--- src/rtl/ultrasonic_ctrl_if.sv ---
// Command/status bundle between the command decoder (master) and the
// ultrasonic sequencer (slave). Flags are one-hot-ish and qualified by valid.
interface ultrasonic_ctrl_if #(
    parameter int AMOUNT_WIDTH = 8
);
    logic                    on;
    logic                    off;
    logic                    increase;
    logic                    decrease;
    logic                    receive;
    logic                    send;
    logic                    valid;
    logic [AMOUNT_WIDTH-1:0] amount;

    logic [AMOUNT_WIDTH-1:0] dac_level;
    logic                    dac_wr;
    logic                    tx_en;
    logic                    rx_en;
    logic                    powered;
    logic                    busy;
    logic                    cmd_drop;

    modport master (
        output on, off, increase, decrease, receive, send, valid, amount,
        input  dac_level, dac_wr, tx_en, rx_en, powered, busy, cmd_drop
    );

    modport slave (
        input  on, off, increase, decrease, receive, send, valid, amount,
        output dac_level, dac_wr, tx_en, rx_en, powered, busy, cmd_drop
    );
endinterface

--- src/rtl/ultrasonic_ctrl.sv ---
// Ultrasonic command sequencer: owns power state, slews the DAC level toward
// a saturated target, and times TX bursts and RX listen windows.
module ultrasonic_ctrl #(
    parameter int AMOUNT_WIDTH = 8,
    parameter int MAX_LEVEL    = 200,
    parameter int STEP         = 4,
    parameter int TX_CYCLES    = 16,
    parameter int RX_CYCLES    = 64
) (
    input  logic               clk,
    input  logic               rst,
    ultrasonic_ctrl_if.slave   bus
);
    localparam int W       = AMOUNT_WIDTH;
    localparam int CNT_MAX = (TX_CYCLES > RX_CYCLES) ? TX_CYCLES : RX_CYCLES;
    localparam int CNT_W   = (CNT_MAX > 1) ? $clog2(CNT_MAX) : 1;

    localparam logic [W:0]       MAX_EXT  = (W+1)'(MAX_LEVEL);
    localparam logic [W:0]       STEP_EXT = (W+1)'(STEP);
    localparam logic [CNT_W-1:0] TX_LOAD  = CNT_W'(TX_CYCLES - 1);
    localparam logic [CNT_W-1:0] RX_LOAD  = CNT_W'(RX_CYCLES - 1);

    typedef enum logic [2:0] {
        S_OFF,
        S_IDLE,
        S_RAMP,
        S_TX,
        S_RX
    } state_t;

    state_t           state;
    logic [W-1:0]     level;
    logic [W-1:0]     target;
    logic [CNT_W-1:0] cnt;
    logic             rx_after;
    logic             dac_wr;
    logic             tx_en;
    logic             rx_en;
    logic             powered;
    logic             busy;
    logic             cmd_drop;

    logic             work;
    logic [W:0]       sum_ext;
    logic [W-1:0]     new_target;
    logic [W-1:0]     diff;
    logic [W-1:0]     ramp_next;

    assign work    = bus.increase | bus.decrease | bus.send | bus.receive;
    assign sum_ext = {1'b0, level} + {1'b0, bus.amount};

    // Saturated target for increase (ceiling MAX_LEVEL) or decrease (floor 0)
    always_comb begin
        new_target = level;
        if (bus.increase) begin
            new_target = (sum_ext > MAX_EXT) ? MAX_EXT[W-1:0] : sum_ext[W-1:0];
        end else if (bus.decrease) begin
            new_target = (bus.amount >= level) ? '0 : level - bus.amount;
        end
    end

    // Next ramp level: move toward target by at most STEP
    always_comb begin
        diff      = (target > level) ? target - level : level - target;
        ramp_next = target;
        if ({1'b0, diff} > STEP_EXT) begin
            ramp_next = (target > level) ? level + STEP_EXT[W-1:0]
                                         : level - STEP_EXT[W-1:0];
        end
    end

    // Sequencer FSM with registered outputs
    always_ff @(posedge clk) begin
        if (rst) begin
            state    <= S_OFF;
            level    <= '0;
            target   <= '0;
            cnt      <= '0;
            rx_after <= 1'b0;
            dac_wr   <= 1'b0;
            tx_en    <= 1'b0;
            rx_en    <= 1'b0;
            powered  <= 1'b0;
            busy     <= 1'b0;
            cmd_drop <= 1'b0;
        end else begin
            dac_wr   <= 1'b0;
            cmd_drop <= 1'b0;
            if (state == S_OFF) begin
                if (bus.valid && bus.on) begin
                    state   <= S_IDLE;
                    powered <= 1'b1;
                end else if (bus.valid && work) begin
                    cmd_drop <= 1'b1;
                end
            end else if (bus.valid && bus.off) begin
                // off preempts any activity, including a pending ramp or window
                state    <= S_OFF;
                dac_wr   <= (level != '0);
                level    <= '0;
                target   <= '0;
                cnt      <= '0;
                rx_after <= 1'b0;
                tx_en    <= 1'b0;
                rx_en    <= 1'b0;
                powered  <= 1'b0;
                busy     <= 1'b0;
            end else begin
                // on is inapplicable once powered, so lower-priority flags still act
                unique case (state)
                    S_IDLE: begin
                        if (bus.valid && (bus.increase || bus.decrease)) begin
                            target <= new_target;
                            if (new_target != level) begin
                                state <= S_RAMP;
                                busy  <= 1'b1;
                            end
                        end else if (bus.valid && bus.send) begin
                            state    <= S_TX;
                            tx_en    <= 1'b1;
                            cnt      <= TX_LOAD;
                            rx_after <= bus.receive;
                            busy     <= 1'b1;
                        end else if (bus.valid && bus.receive) begin
                            state <= S_RX;
                            rx_en <= 1'b1;
                            cnt   <= RX_LOAD;
                            busy  <= 1'b1;
                        end
                    end
                    S_RAMP: begin
                        cmd_drop <= bus.valid && work;
                        level    <= ramp_next;
                        dac_wr   <= 1'b1;
                        if (ramp_next == target) begin
                            state <= S_IDLE;
                            busy  <= 1'b0;
                        end
                    end
                    S_TX: begin
                        cmd_drop <= bus.valid && work;
                        if (cnt == '0) begin
                            tx_en <= 1'b0;
                            if (rx_after) begin
                                state    <= S_RX;
                                rx_en    <= 1'b1;
                                cnt      <= RX_LOAD;
                                rx_after <= 1'b0;
                            end else begin
                                state <= S_IDLE;
                                busy  <= 1'b0;
                            end
                        end else begin
                            cnt <= cnt - 1'b1;
                        end
                    end
                    S_RX: begin
                        cmd_drop <= bus.valid && work;
                        if (cnt == '0) begin
                            rx_en <= 1'b0;
                            state <= S_IDLE;
                            busy  <= 1'b0;
                        end else begin
                            cnt <= cnt - 1'b1;
                        end
                    end
                    default: begin
                        state <= S_OFF;
                    end
                endcase
            end
        end
    end

    assign bus.dac_level = level;
    assign bus.dac_wr    = dac_wr;
    assign bus.tx_en     = tx_en;
    assign bus.rx_en     = rx_en;
    assign bus.powered   = powered;
    assign bus.busy      = busy;
    assign bus.cmd_drop  = cmd_drop;
endmodule

--- src/flat_wrapper.sv ---
// flat-port wrapper written by rule: the top's interface ports become plain ports
module ultrasonic_ctrl_flat 
#(
    parameter int AMOUNT_WIDTH = 8,
    parameter int MAX_LEVEL    = 200,
    parameter int STEP         = 4,
    parameter int TX_CYCLES    = 16,
    parameter int RX_CYCLES    = 64
)
  (clk, rst, bus_on, bus_off, bus_increase, bus_decrease, bus_receive, bus_send, bus_valid, bus_amount, bus_dac_level, bus_dac_wr, bus_tx_en, bus_rx_en, bus_powered, bus_busy, bus_cmd_drop);
  ultrasonic_ctrl_if #(.AMOUNT_WIDTH(AMOUNT_WIDTH)) bus_i ();
  input  logic clk;
  input  logic rst;
  input wire logic [$bits(bus_i.on)-1:0] bus_on;
  input wire logic [$bits(bus_i.off)-1:0] bus_off;
  input wire logic [$bits(bus_i.increase)-1:0] bus_increase;
  input wire logic [$bits(bus_i.decrease)-1:0] bus_decrease;
  input wire logic [$bits(bus_i.receive)-1:0] bus_receive;
  input wire logic [$bits(bus_i.send)-1:0] bus_send;
  input wire logic [$bits(bus_i.valid)-1:0] bus_valid;
  input wire logic [$bits(bus_i.amount)-1:0] bus_amount;
  output wire logic [$bits(bus_i.dac_level)-1:0] bus_dac_level;
  output wire logic [$bits(bus_i.dac_wr)-1:0] bus_dac_wr;
  output wire logic [$bits(bus_i.tx_en)-1:0] bus_tx_en;
  output wire logic [$bits(bus_i.rx_en)-1:0] bus_rx_en;
  output wire logic [$bits(bus_i.powered)-1:0] bus_powered;
  output wire logic [$bits(bus_i.busy)-1:0] bus_busy;
  output wire logic [$bits(bus_i.cmd_drop)-1:0] bus_cmd_drop;
  assign bus_i.on = bus_on;
  assign bus_i.off = bus_off;
  assign bus_i.increase = bus_increase;
  assign bus_i.decrease = bus_decrease;
  assign bus_i.receive = bus_receive;
  assign bus_i.send = bus_send;
  assign bus_i.valid = bus_valid;
  assign bus_i.amount = bus_amount;
  assign bus_dac_level = bus_i.dac_level;
  assign bus_dac_wr = bus_i.dac_wr;
  assign bus_tx_en = bus_i.tx_en;
  assign bus_rx_en = bus_i.rx_en;
  assign bus_powered = bus_i.powered;
  assign bus_busy = bus_i.busy;
  assign bus_cmd_drop = bus_i.cmd_drop;
  ultrasonic_ctrl #(.AMOUNT_WIDTH(AMOUNT_WIDTH), .MAX_LEVEL(MAX_LEVEL), .STEP(STEP), .TX_CYCLES(TX_CYCLES), .RX_CYCLES(RX_CYCLES)) u_core (.clk(clk), .rst(rst), .bus(bus_i));
endmodule
--- config.mk ---
export PLATFORM = sky130hd
export DESIGN_NAME = ultrasonic_ctrl_flat
export DESIGN_NICKNAME = d
export VERILOG_FILES = /design/src/rtl/ultrasonic_ctrl_if.sv /design/src/rtl/ultrasonic_ctrl.sv /design/src/flat_wrapper.sv
export SDC_FILE = /design/constraint.sdc
export NUM_CORES = 1
export LEC_CHECK = 0
export CORE_MARGIN = 4
export CORE_UTILIZATION = 45
export DETAILED_ROUTE_END_ITERATION = 7
export GPL_TIMING_DRIVEN = 0
export PLACE_DENSITY_LB_ADDON = 0.3
export SETUP_SLACK_MARGIN = 0.4
export SLEW_MARGIN = 20
export SYNTH_ARGS = -nofsm -noshare
export SYNTH_HDL_FRONTEND = slang
export SYNTH_SLANG_ARGS = --single-unit
--- constraint.sdc ---
create_clock -name clk -period 11.05 [get_ports clk]
set_clock_uncertainty 0.1 [all_clocks]
set_input_delay 2.21 -clock clk [delete_from_list [all_inputs] [get_ports clk]]
set_output_delay 2.21 -clock clk [all_outputs]
set_load 0.01 [all_outputs]
==> impl_metrics.toml <==
[routing]
viasPerCell = 6.153
dr.pass1.iters = 5
route.detailed.drc = 0
avgRoutedWirePerCell_um = 17.66
postRouteAntennaNets = 0
drtIter0Drc = 358
vias = 4221
finalWirelength_mm = 12.11

[power_and_ir_drop]
swShare_pct = 44.20
clockPowerShare_pct = 18.5
pwr-share-seq_pct = 24.9
powerDensity_nw_per_um2 = 133.9
vdd_drop_max_v = 0.00006391
p_int_mw = 0.3425
p_leak_nw = 1.821
power_frac_comb_pct = 56.6
p_sw_mw = 0.2713

[cts]
cts.hold.buffers_added = 0
cts_buffer_depth = 2
htree_levels = 2
ctsResizeCount = 0
root_buffer = "clkbuf_8"
path_clk_slew_ns = 0.07
cts_tree = "yes"
clock_latency_ns = 0.29
postCtsSetupBuffers = 0
cts_buffers = 5
clock_sinks = 32

[placement]
dp.final_hpwl_mm = 9.409
placed_area_um2 = 4472
place_congestion = 0.9785
dpl.cell_count = 678
io_buffers = 29

[worst_hold_path]
hold_path_class = "reg2reg"
worstHoldStart = "u_core.bus.busy"
hold_end = "u_core.bus.busy"
holdPathStages = 2

[worst_setup_path]
reg2regPathDepth = 18
arrival_ns = 5.93
crit_fanout = 6
r2r-end = "u_core.bus.busy"
r2r_start = "u_core.bus.dac_level[2]"
cp_common_cell = "nor2b_1"
worst-r2r-setup-slack_ns = 5.81
startpoint_type = "primary input"
cpPeakStageDelay_ns = 0.45
crit_path_end_kind = "flip-flop"
critPathKind = "in2reg"
cpMaxStageDelayCell = "clkdlybuf4s50_1"
required_ns = 11.15
cp_cell_sequence = "clkdlybuf4s50_1, ha_1, fa_1, nor2b_1, o31ai_1, xnor2_1, o2111ai_1, a31oi_4, o311ai_1, a2111o_1, nor4_4, nor2b_1, o31ai_2"

[finish]
area_growth_pct = 13.27
final_cells = 686
n_antenna_cell = 0
nets = 636
multi_input_area_um2 = 3132
nFillCells = 837
seqCellArea_um2 = 640.6
stdcell_area_um2 = 4583
drive_above_1_share_pct = 5.882

[timing]
rsz0062_at_grt = "no"
timing.fmax_mhz = 171.8
final-setup-viol-count = 0
worst_pin_slew_ns = 0.7703
hold_viol_final = 0
drv_slew = 0
relSlewSlack_pct = 48.65
post-route-period-util_pct = 52.68
period_needed_ns = 5.821
timing.setup.tns_ns = 0

[synthesis]
ys_types = 74
seq_area_frac_synth_pct = 15.83
syn_inst = 541
synth_async_sr_flop_share_pct = 0
synthFlopType = "dfxtp_1"
ys_ff_latch = 32
syn_nets = 600
syn_area_per_cell_um2 = 7.479
syn_area_um2 = 4046
synth-edff-count = 0
synth_warnings = 0

[die]
initial_core_util_pct = 46.40
core_um2 = 8721
die_w_um = 102.8
die_h_um = 102.8
die_area_um2 = 10570
rows = 34
top_level_ports = 31

[grt]
grt_overflow_total = 0
grt_max_degree = 13
first_global_vias = 3878
grt_pass1_wl_mm = 19.08
antenna_found_initial = 0
grtUsageTotal_pct = 22.78

[outcome]
outcome = "completed"

[run]
maxCapViolCount = 0
[per-layer routing]
metal	routed length (um)	up-vias	share of wire [%]	track usage [%]
met3	802	27	6.6	3.789
li1	-	2058	-	-
met1	5266	1957	43	30.50
met5	0	-	0	0
met2	5780	179	48	37.39
met4	263	0	2.2	7.470
[cells in the mapped netlist (all sizes together), types with 7 or more instances]
cell / count / area (um^2)
nor2: 63 / 239.0
a21oi: 53 / 265.3
inv: 38 / 142.6
ha: 37 / 462.9
nand2: 33 / 123.9
dfxtp: 32 / 640.6
o21ai: 27 / 135.1
xnor2: 17 / 148.9
clkbuf: 15 / 56.30
mux2i: 15 / 150.1
nor2b: 15 / 93.84
nor3: 15 / 75.07
a211oi: 13 / 102.6
nand3: 12 / 60.06
buf: 11 / 71.31
nand2b: 10 / 62.56
nand4: 7 / 43.79
o31ai: 7 / 57.55
xor2: 7 / 61.31
[worst max path at each step]
stage	startpoint	endpoint	slack, ns	cells past startpoint
finish	bus_amount[0]	u_core.state[2]	5.23	13
global route	bus_amount[0]	u_core.state[2]	5.11	13
CTS	bus_amount[0]	u_core.state[2]	5.28	13
detailed placement	bus_amount[0]	u_core.state[2]	4.98	13
global placement	bus_amount[0]	u_core.state[2]	5.00	13
floorplan	bus_amount[0]	u_core.state[2]	5.93	12
[stage by stage]
step           hold WS (ns)  setup WS (ns)  total power [mW]  utilization (%)
6_report             0.3787          5.229            0.6138            52.55
5_1_grt              0.4176          5.109            0.6548            52.55
4_1_cts              0.3826          5.278            0.6109            52.55
3_5_place_dp         0.3711          4.981            0.4943            51.28
3_3_place_gp         0.3648          4.996            0.4919            51.28
2_1_floorplan        0.3906          5.934            0.4118                -
[layout make-up]
| cell class | instances | share of cell area, % |
|---|---|---|
| buffer | 26 | 2.785 |
| clock buffer | 5 | 1.502 |
| clock inverter | 3 | 0.9282 |
| inverter | 39 | 3.194 |
| multi-input combinational | 444 | 68.33 |
| sequential | 32 | 13.98 |
| tap | 108 | 2.948 |
| timing repair buffer | 29 | 6.334 |
[critical path, delay by kind of cell]
kind	cells	cell delay, ns
and+or+nand+nor	3	0.69
AOI/OAI and AO/OA	6	1.63
buffers and inverters	1	0.45
xor gates and xnor gates	1	0.28
adders and majority gates	2	0.66
[cell usage in the layout (no fill, tap or decap), types with 5 or more instances in the layout]
cell type,synthesis,layout
a211oi_1,12,12
o21ai_0,23,23
nand2b_1,10,10
nand4_1,7,7
o31ai_1,6,6
buf_2,6,6
a32oi_1,6,6
clkbuf_8,0,5
a21oi_1,53,53
a31oi_1,5,5
fa_1,5,5
mux2i_1,15,15
nor2b_1,15,15
nand2_1,33,33
xor2_1,7,7
xnor2_1,17,17
nand3b_1,6,6
inv_1,36,36
o211ai_1,5,5
o21a_1,6,6
nor3_1,15,15
clkbuf_1,15,15
clkdlybuf4s50_1,0,29
dfxtp_1,32,32
nand3_1,12,12
nor2_1,62,62
ha_1,37,37
[power by group through the flow]
| stage | combinational, mW | clock, mW | sequential (mW) |
|---|---|---|---|
| finish | 0.348 | 0.113 | 0.153 |
| global route | 0.378 | 0.121 | 0.156 |
| CTS | 0.342 | 0.116 | 0.153 |
| detailed placement | 0.339 | 0 | 0.155 |
| global placement | 0.337 | 0 | 0.155 |
| floorplan | 0.258 | 0 | 0.154 |
[state kept, by name, indices dropped and copies added, names as in the netlist]
| name | cells |
|---|---|
| u_core.bus.cmd_drop | 1 |
| u_core.rx_after | 1 |
| u_core.bus.dac_level | 8 |
| u_core.state | 3 |
| u_core.bus.busy | 1 |
| u_core.bus.rx_en | 1 |
| u_core.bus.tx_en | 1 |
| u_core.bus.powered | 1 |
| u_core.cnt | 6 |
| u_core.target | 8 |
| u_core.bus.dac_wr | 1 |
[logic make-up (layout without fill, tap and decap cells)]
kind of cell / after synthesis / count (layout) / synth area share, %
flops: 32 / 32 / 15.83
fa+ha+maj: 42 / 42 / 13.91
compound gates: 174 / 174 / 30.30
mux: 15 / 15 / 3.710
simple gates: 188 / 188 / 23.69
xor+xnor: 25 / 25 / 5.782
buf+inv: 65 / 102 / 6.771
Power figures use the tool's default switching activity.
